<file path="config.mk">
export PLATFORM = sky130hd
export DESIGN_NAME = fifo_write_arbiter
export DESIGN_NICKNAME = d
export VERILOG_FILES = /design/src/rtl/fifo_arb_pkg.sv /design/src/rtl/rr_priority_picker.sv /design/src/rtl/fifo_write_arbiter.sv
export SDC_FILE = /design/constraint.sdc
export NUM_CORES = 1
export LEC_CHECK = 0
export CELL_PAD_IN_SITES_DETAIL_PLACEMENT = 1
export CELL_PAD_IN_SITES_GLOBAL_PLACEMENT = 2
export CORE_ASPECT_RATIO = 0.6
export CORE_MARGIN = 2
export CORE_UTILIZATION = 11
export CTS_BUF_LIST = sky130_fd_sc_hd__clkbuf_4
export DETAILED_ROUTE_END_ITERATION = 8
export PLACE_DENSITY_LB_ADDON = 0.1
export REMOVE_ABC_BUFFERS = 1
export SLEW_MARGIN = 25
export SYNTH_ARGS = -nofsm -noshare
export SYNTH_HDL_FRONTEND = slang
export SYNTH_HIERARCHICAL = 1
export SYNTH_SLANG_ARGS = --single-unit
export TNS_END_PERCENT = 100
</file>
<file path="constraint.sdc">
create_clock -name clk -period 2.5 [get_ports clk]
set_input_delay 0.5 -clock clk [delete_from_list [all_inputs] [get_ports clk]]
set_output_delay 0.5 -clock clk [all_outputs]
set_load 0.02 [all_outputs]
</file>
<file path="src/rtl/fifo_arb_pkg.sv">
// Shared definitions for the burst-locked FIFO write arbiter: FSM state
// encoding and the round-robin pointer advance.
package fifo_arb_pkg;

  typedef enum logic {
    IDLE  = 1'b0,
    BURST = 1'b1
  } state_t;

  // Next search start after owner ptr; the explicit wrap keeps it correct
  // for non-power-of-2 producer counts.
  function automatic int unsigned next_rr(input int unsigned ptr, input int unsigned n);
    int unsigned inc;
    inc = ptr + 1;
    return (inc >= n) ? 0 : inc;
  endfunction

endpackage

</file>
<file path="src/rtl/rr_priority_picker.sv">
// Circular-priority encoder: returns the first set request bit found when
// searching from i_rr_ptr upwards, wrapping modulo NUM_REQ.
module rr_priority_picker #(
  parameter int NUM_REQ  = 3,
  parameter int ID_WIDTH = 2
) (
  input  logic [NUM_REQ-1:0]  i_req,
  input  logic [ID_WIDTH-1:0] i_rr_ptr,
  output logic                o_found,
  output logic [ID_WIDTH-1:0] o_winner
);

  localparam logic [ID_WIDTH:0] N_W = (ID_WIDTH+1)'(NUM_REQ);

  logic [ID_WIDTH:0] w_sum;
  logic [ID_WIDTH:0] w_idx;

  // NOTE: every always_comb output gets a default first so no path leaves
  // it unassigned, which would otherwise infer a latch.
  always_comb begin
    o_found  = 1'b0;
    o_winner = '0;
    w_sum    = '0;
    w_idx    = '0;
    for (int k = 0; k < NUM_REQ; k++) begin
      // ptr + k never exceeds 2*NUM_REQ-2, so one extra bit holds the sum
      w_sum = {1'b0, i_rr_ptr} + (ID_WIDTH+1)'(k);
      w_idx = (w_sum >= N_W) ? (w_sum - N_W) : w_sum;
      if (!o_found && i_req[w_idx[ID_WIDTH-1:0]]) begin
        o_found  = 1'b1;
        o_winner = w_idx[ID_WIDTH-1:0];
      end
    end
  end

endmodule

</file>
<file path="src/rtl/fifo_write_arbiter.sv">
// Round-robin, burst-locked arbiter sharing one FIFO write port between
// NUM_REQ producers; each grant lasts exactly BURST_LEN accepted beats.
module fifo_write_arbiter
  import fifo_arb_pkg::*;
#(
  parameter  int DATA_WIDTH = 64,
  parameter  int NUM_REQ    = 3,
  parameter  int BURST_LEN  = 4,
  localparam int ID_WIDTH   = (NUM_REQ > 2) ? $clog2(NUM_REQ) : 1
) (
  input  logic                          clk,
  input  logic                          reset,
  input  logic [NUM_REQ-1:0]            req_valid,
  input  logic [NUM_REQ*DATA_WIDTH-1:0] req_data,
  output logic [NUM_REQ-1:0]            req_ready,
  output logic                          fifo_write_request,
  output logic [DATA_WIDTH-1:0]         fifo_wr_data,
  input  logic                          fifo_full_flag,
  output logic [ID_WIDTH-1:0]           grant_id,
  output logic                          busy,
  output logic                          burst_done
);

  localparam int                CNT_W     = $clog2(BURST_LEN) + 1;
  localparam logic [CNT_W-1:0]  LAST_BEAT = CNT_W'(BURST_LEN - 1);

  state_t              r_state;
  logic [ID_WIDTH-1:0] r_rr_ptr;
  logic [ID_WIDTH-1:0] r_grant_id;
  logic [CNT_W-1:0]    r_beat_cnt;

  logic                w_found;
  logic [ID_WIDTH-1:0] w_winner;
  logic                w_busy;
  logic                w_xfer;
  logic                w_last;

  rr_priority_picker #(
    .NUM_REQ (NUM_REQ),
    .ID_WIDTH(ID_WIDTH)
  ) u_picker (
    .i_req   (req_valid),
    .i_rr_ptr(r_rr_ptr),
    .o_found (w_found),
    .o_winner(w_winner)
  );

  // Outputs are qualified by reset so nothing is written in the reset cycle,
  // even when the clear lands mid-burst.
  assign w_busy = reset && (r_state == BURST);
  assign w_xfer = w_busy && req_valid[r_grant_id] && !fifo_full_flag;
  assign w_last = w_xfer && (r_beat_cnt == LAST_BEAT);

  assign fifo_write_request = w_xfer;
  assign busy               = w_busy;
  assign burst_done         = w_last;
  assign grant_id           = reset ? r_grant_id : '0;
  assign fifo_wr_data       = w_busy ? req_data[r_grant_id*DATA_WIDTH +: DATA_WIDTH] : '0;

  always_comb begin
    req_ready = '0;
    if (w_busy && !fifo_full_flag) req_ready[r_grant_id] = 1'b1;
  end

  // NOTE: state uses non-blocking assignments and a synchronous active-low
  // clear sampled at the clock edge, so all registers update together.
  always_ff @(posedge clk) begin
    if (!reset) begin
      r_state    <= IDLE;
      r_rr_ptr   <= '0;
      r_grant_id <= '0;
      r_beat_cnt <= '0;
    end else begin
      case (r_state)
        IDLE: begin
          if (w_found) begin
            r_grant_id <= w_winner;
            r_beat_cnt <= '0;
            r_state    <= BURST;
          end
        end
        BURST: begin
          if (w_last) begin
            r_beat_cnt <= '0;
            r_rr_ptr   <= ID_WIDTH'(next_rr(int'(r_grant_id), NUM_REQ));
            r_state    <= IDLE;
          end else if (w_xfer) begin
            r_beat_cnt <= r_beat_cnt + 1'b1;
          end
        end
        default: r_state <= IDLE;
      endcase
    end
  end

endmodule

</file>
==> impl_metrics.py <==
metrics = {
    "timing": {
        "tns_ns": 0,
        "fmax_mhz": 422,
        "finalSetupViolCount": 0,
        "slew_headroom_pct": 77.0,
        "worst-slew-pin-transition_ns": 0.345,
        "hold_violations": 0,
        "worst_clock_skew_ns": 0.00216,
        "finalCriticalPeriod_ns": 2.37,
        "period_share_pct": 94.8,
        "rsz0062_at_grt": "false",
        "holdWs_ns": 0.434,
        "final-max-slew-violation-count": 0,
    },
    "worst_setup_path": {
        "path_delay_family": "buffers and inverters",
        "cp_common_cell": "buf_12",
        "cp.required_ns": 2.00,
        "crit_buf_inv": 4,
        "crit_path_end_kind": "output pin",
        "cpMaxStageDelayCell": "clkdlybuf4s50_1",
        "worstPathArrival_ns": 1.87,
        "crit_chain": "clkdlybuf4s50_1 > nand2_2 > buf_4 > buf_12 > nor2_1 > buf_12",
        "worstSetupPathType": "in2out",
        "cp_max_fo": 24,
        "start_kind": "input pin",
        "slowest_delay_ns": 0.49,
    },
    "final_layout": {
        "layout-drive-gt1-share_pct": 11.0,
        "fin_cells": 912,
        "area_growth_pct": 140,
        "finish.net_count": 842,
        "insertedDiodeCount": 0,
        "fin_util_pct": 26.9,
    },
    "detailed_routing": {
        "ant_nets": 0,
        "drc": 0,
        "drt_iter0_markers": 55,
        "wirelength_mm": 15.1,
        "vias": 3665,
        "wl_per_cell_microns": 16.6,
        "via_per_inst": 4.02,
        "firstDrtPassIters": 4,
    },
    "floorplanning": {
        "rows": 40,
        "fp.dieH_microns": 115,
        "die_w_microns": 189,
        "dieArea_sq_um": 21600,
        "pin_count": 270,
        "start_util_pct": 11.2,
        "coreArea_sq_um": 20000,
    },
    "global_routing": {
        "grt_pass1_vias": 3894,
        "grt-ovfl-total": 0,
        "grt_antenna_before_repair": 0,
        "grt_util_all_layers_pct": 13.2,
        "grt_max_degree": 43,
        "grt_pass1_wl_mm": 22.5,
    },
    "power_and_ir_drop": {
        "power_frac_comb_pct": 76.1,
        "p_leak_nw": 2.23,
        "seqPwrFrac_pct": 12.5,
        "switching_share_pct": 37.2,
        "power.density_nw_per_um2": 199,
        "irDropWorstVdd_uv": 87.5,
        "p_sw_mw": 0.400,
        "intPower_mw": 0.675,
        "p_total_mw": 1.07,
        "clkPwrFrac_pct": 11.4,
    },
    "logic_synthesis": {
        "yosysMostFrequentCell": "nor2_1",
        "syn_avg_cell_area_sq_um": 6.13,
        "synth_edf_count": 0,
        "synthFlopType": "dfxtp_1",
        "syn_area_sq_um": 2250,
        "yosysSeqAreaShare_pct": 7.12,
        "yosys_register_bits": 8,
        "synth_top_cell_by_area": "mux2i_1",
        "synth.top_cells.by_count": "133 x nor2_1, 70 x mux2i_1, 65 x a21oi_1, 15 x clkbuf_1",
        "yosys_warnings": 6,
        "synthArstFlopShare_pct": 0,
        "synth_cell_types": 40,
        "synth_top_cell_area_share_pct": 31.1,
        "synth_area_leaders": "mux2i_1 31%, nor2_1 22%, a21oi_1 14%, dfxtp_1 7.1%, clkbuf_1 2.5%",
        "syn-instance-count": 367,
    },
    "run_status": {
        "status": "complete, no violations",
    },
    "clock_network": {
        "path_clk_slew_ns": 0.06,
        "root_buffer": "clkbuf_4",
        "cts_htree_levels": 1,
        "clk_latency_ns": 0.26,
        "clock-sinks": 8,
        "ctsLongestPathBuffers": 2,
        "tritoncts": "done",
        "cts_buffers": 3,
    },
    "placed_design": {
        "io_buffers": 269,
        "finalWeightedCongestion": 0.819,
        "hpwl_mm": 12.6,
        "dp_cells": 901,
    },
    "hold_path": {
        "min_path_type": "reg2reg",
    },
    "flow_run": {
        "maxCapViolCount": 0,
    },
}
==> tightest hold or removal path: cells and delay by family, from the launching register on <==
kind / cells / cell delay, ns
simple gates: 1 / 0.05
compound gates: 1 / 0.03
flops: 1 / 0.31
==> logic make-up (layout without fill, tap and decap cells) <==
| family | Yosys count | count (layout) | synth area share (%) |
|---|---|---|---|
| buffers and inverters | 36 | 308 | 7.40 |
| AO/OA/AOI/OAI | 82 | 82 | 20.1 |
| flip-flops | 8 | 8 | 7.12 |
| multiplexers | 70 | 70 | 31.1 |
| AND/OR/NAND/NOR | 167 | 167 | 32.0 |
| adder cells (fa/ha/maj) | 4 | 4 | 2.22 |
==> area by class of cell <==
| cell class | instances | area [sq um] |
|---|---|---|
| fill | 2418 | 14600 |
| inverter | 3 | 11.3 |
| multi-input combinational | 323 | 1930 |
| clock buffer | 4 | 30.0 |
| timing repair buffer | 301 | 2910 |
| sequential | 8 | 165 |
| tap | 273 | 342 |
==> layout by cell type, fill, tap and decap left out, types with 3 or more instances in the layout <==
master,count
nor2_1,133
nand2_1,7
buf_4,21
dlygate4sd2_1,45
mux2i_1,70
clkdlybuf4s50_1,197
clkbuf_2,24
buf_12,12
inv_1,3
a21oi_1,65
nor2b_1,4
dfxtp_1,6
nand2b_1,5
clkbuf_4,4
ha_1,4
==> final timing paths <==
path,from,slack (ns),cells past startpoint,endpoint
setup / recovery,reset,0.13,6,fifo_wr_data[15]
hold / removal,r_beat_cnt[2],0.43,2,r_beat_cnt[2]
setup reg to reg,r_rr_ptr[0],0.46,8,r_grant_id[0]
hold reg to reg,r_beat_cnt[2],0.43,2,r_beat_cnt[2]
==> power by group through the flow <==
stage | Combinational [mW] | Sequential (mW) | Clock (mW)
global placement | 0.852 | 0.143 | 0
floorplan | 0.292 | 0.160 | 0
detailed placement | 0.860 | 0.143 | 0
CTS | 0.830 | 0.137 | 0.129
global route | 0.898 | 0.135 | 0.137
finish | 0.817 | 0.135 | 0.123
==> layer usage <==
layer / GRT usage (%) / routed length [microns] / vias up
met5: 0 / 0 / -
met4: 1.41 / 118 / 0
met3: 5.13 / 1590 / 6
met2: 23.0 / 7050 / 178
met1: 15.9 / 6360 / 1683
li1: - / - / 1798
==> stage by stage <==
stage	worst slack, ns	cell area [sq um]
4_1_cts	0.00859	5420
5_1_grt	0.00830	5390
6_report	0.129	5390
2_1_floorplan	-2.71	2090
3_3_place_gp	-0.239	5450
3_5_place_dp	-0.291	5450
==> timing repair <==
item	4_1_cts	5_1_grt
hold buffers	0	0
resized for setup	71	49
setup endpoints to repair	69	26
buffers inserted	3	4
==> sequential cells by signal, indices dropped and copies added (netlist names) <==
signal	count
r_state	1
r_rr_ptr	2
r_beat_cnt	3
r_grant_id	2
Note: power is estimated with default switching activity, not from simulation.
==> variant: new RTL, config.mk and constraints unchanged <==
`DATA_WIDTH`: 64 -> 56.
--- a/src/rtl/fifo_write_arbiter.sv
+++ b/src/rtl/fifo_write_arbiter.sv
@@ -4,5 +4,5 @@
   import fifo_arb_pkg::*;
 #(
-  parameter  int DATA_WIDTH = 64,
+  parameter  int DATA_WIDTH = 56,
   parameter  int NUM_REQ    = 3,
   parameter  int BURST_LEN  = 4,
Ports: changed (resized fifo_wr_data and req_data); port bits go from 270 to 238. No check against the original RTL was run, so the function may have changed too.
==> variant against the original RTL <==
Clock skew up 2.7 ps. First-iteration DRC count is 42% higher. Register-to-register slack lost 100 ps. Final cell count is 12% lower. Setup slack got worse by 38 ps. Wire length fell by 15%. Sequential cell count unchanged. Design area fell by 11%. Area after synthesis shrank 8.7%. Total power is 9.7% lower. Critical path type unchanged. Largest power group unchanged.
==> variant: results <==
[timing]
whs_ps = 447.7
clock_skew_ps = 4.907
layout_setup_ws_ps = 90.76
slew_headroom_pct = 71.44

[place]
place_congestion = 0.7200
io_buffers = 237
place_inst = 800
dp_worst_setup_slack_ps = -262.0
hpwl_um = 10160
placed_cell_area_sq_um = 4828

[critical_path]
cp.arrival_ps = 1910
startpoint = reset
reg2reg_slack_ps = 360
crit_end = fifo_write_request
worstRegToRegCells = 9
path_max_fanout = 3
r2r-start = r_rr_ptr[0]$_SDFFE_PN0P_
r2r_end = r_grant_id[1]$_SDFFE_PN0P_

[grt]
grt_use_total_pct = 11.86
grt_pass1_wl_um = 18800
grt_pass1_vias = 3274
antenna_found_initial = 0
grt_max_degree = 39

[yosys]
synthCells = 330
synthTopCellsByCount = nor2_1 (117), mux2i_1 (62), a21oi_1 (57)
synthXorXnorAreaFrac_pct = 0
synth_compound_area_share_pct = 19.43
synthAdderAreaFrac_pct = 2.436
ys_seq_area_share_pct = 7.795
synth_cell_types = 41
yosysWarnings = 6
ys.flop_type = dfxtp_1
async_reset_ff_share_pct = 0
synth_mux_area_share_pct = 30.76
synthTopCellsByArea = mux2i_1 (30%), nor2_1 (21%), a21oi_1 (14%)

[clock_tree]
cts_inserted_buffers = 3
cts_root_buf = clkbuf_4
clock_latency_ps = 260
post-cts-setup-buffer-count = 0
cts_max_level = 1
clk_pin_slew_ps = 60
cts_buffer_depth = 2

[power]
peakVddDrop_mv = 0.1159
leakage_nw = 2.013

[layout]
drive_gt1_share_pct = 6.726
reg_top3 = r_beat_cnt: 3 flops, r_grant_id: 2 flops, r_rr_ptr: 2 flops
nets = 744
n_fill_cell = 2198
final_cell_count_no_fill = 805
num_antenna_cells = 0

[route]
wl_um = 12900
viasPerCell = 4.000
drt_pass1_iterations = 4
drt_iter0_markers = 78

[worst_hold_path]
min_path_cells = 2
min_path_type = flop to flop
holdCritStartpoint = r_beat_cnt[2]$_SDFFE_PN0P_
holdPathEnd = r_beat_cnt[2]$_SDFFE_PN0P_

[run_status]
status = finished clean
## variant: cell count changes after synthesis, sizes merged, moves of 4 or more
| cell | delta |
|---|---|
| a21oi | -8 |
| buf | -4 |
| mux2i | -8 |
| nor2 | -16 |
## variant: worst max-delay path, stage by stage
cell	delay (ps)
clkdlybuf4s50_1	490
nand2_2	80
a211o_1	320
nor2_1	180
clkdlybuf4s15_1	330
## variant: routing by layer
layer	track usage [%]	vias up	share of wire, %
met5	0	-	0
met4	1.037	0	0.15
met3	4.505	2	9.9
met2	19.27	163	43
met1	15.52	1454	47
li1	-	1601	-
## variant: cells by family after synthesis
logic type      count (synthesis)
buf+inv                        32
compound gates                 72
fa+ha+maj                       4
mux                            63
simple gates                  151
flops                           8
## variant: where the power goes
group          internal (mW)  leakage (nW)  total, mW  switching [mW]
Sequential             0.130        0.0662      0.135         0.00532
Clock                 0.0724        0.0184      0.124          0.0518
Combinational          0.411          1.93      0.711           0.300
Total                  0.613          2.01      0.970           0.357
## variant: layout make-up
type                       instances  share of cell area, %
timing repair buffer             260                  53.06
inverter                           3                 0.2341
sequential                         8                  3.433
tap                              240                  6.242
multi-input combinational        290                  36.41
clock buffer                       4                 0.6242
## variant: repair_timing
item / in CTS / in global routing
setup endpoints to repair: 62 / 9
pin swaps: 0 / 0
gates cloned: 0 / 1
gates resized for setup: 62 / 7
## variant: per-stage QoR
| step | utilization (%) | setup TNS (ps) | total power, mW |
|---|---|---|---|
| detailed placement | 26.58 | -8673 | 0.8904 |
| global placement | 26.58 | -8322 | 0.8872 |
| floorplan | - | -128230 | 0.4162 |
| finish | 26.49 | 0 | 0.9704 |
| CTS | 26.32 | 0 | 0.9847 |
| global route | 26.49 | 0 | 1.050 |
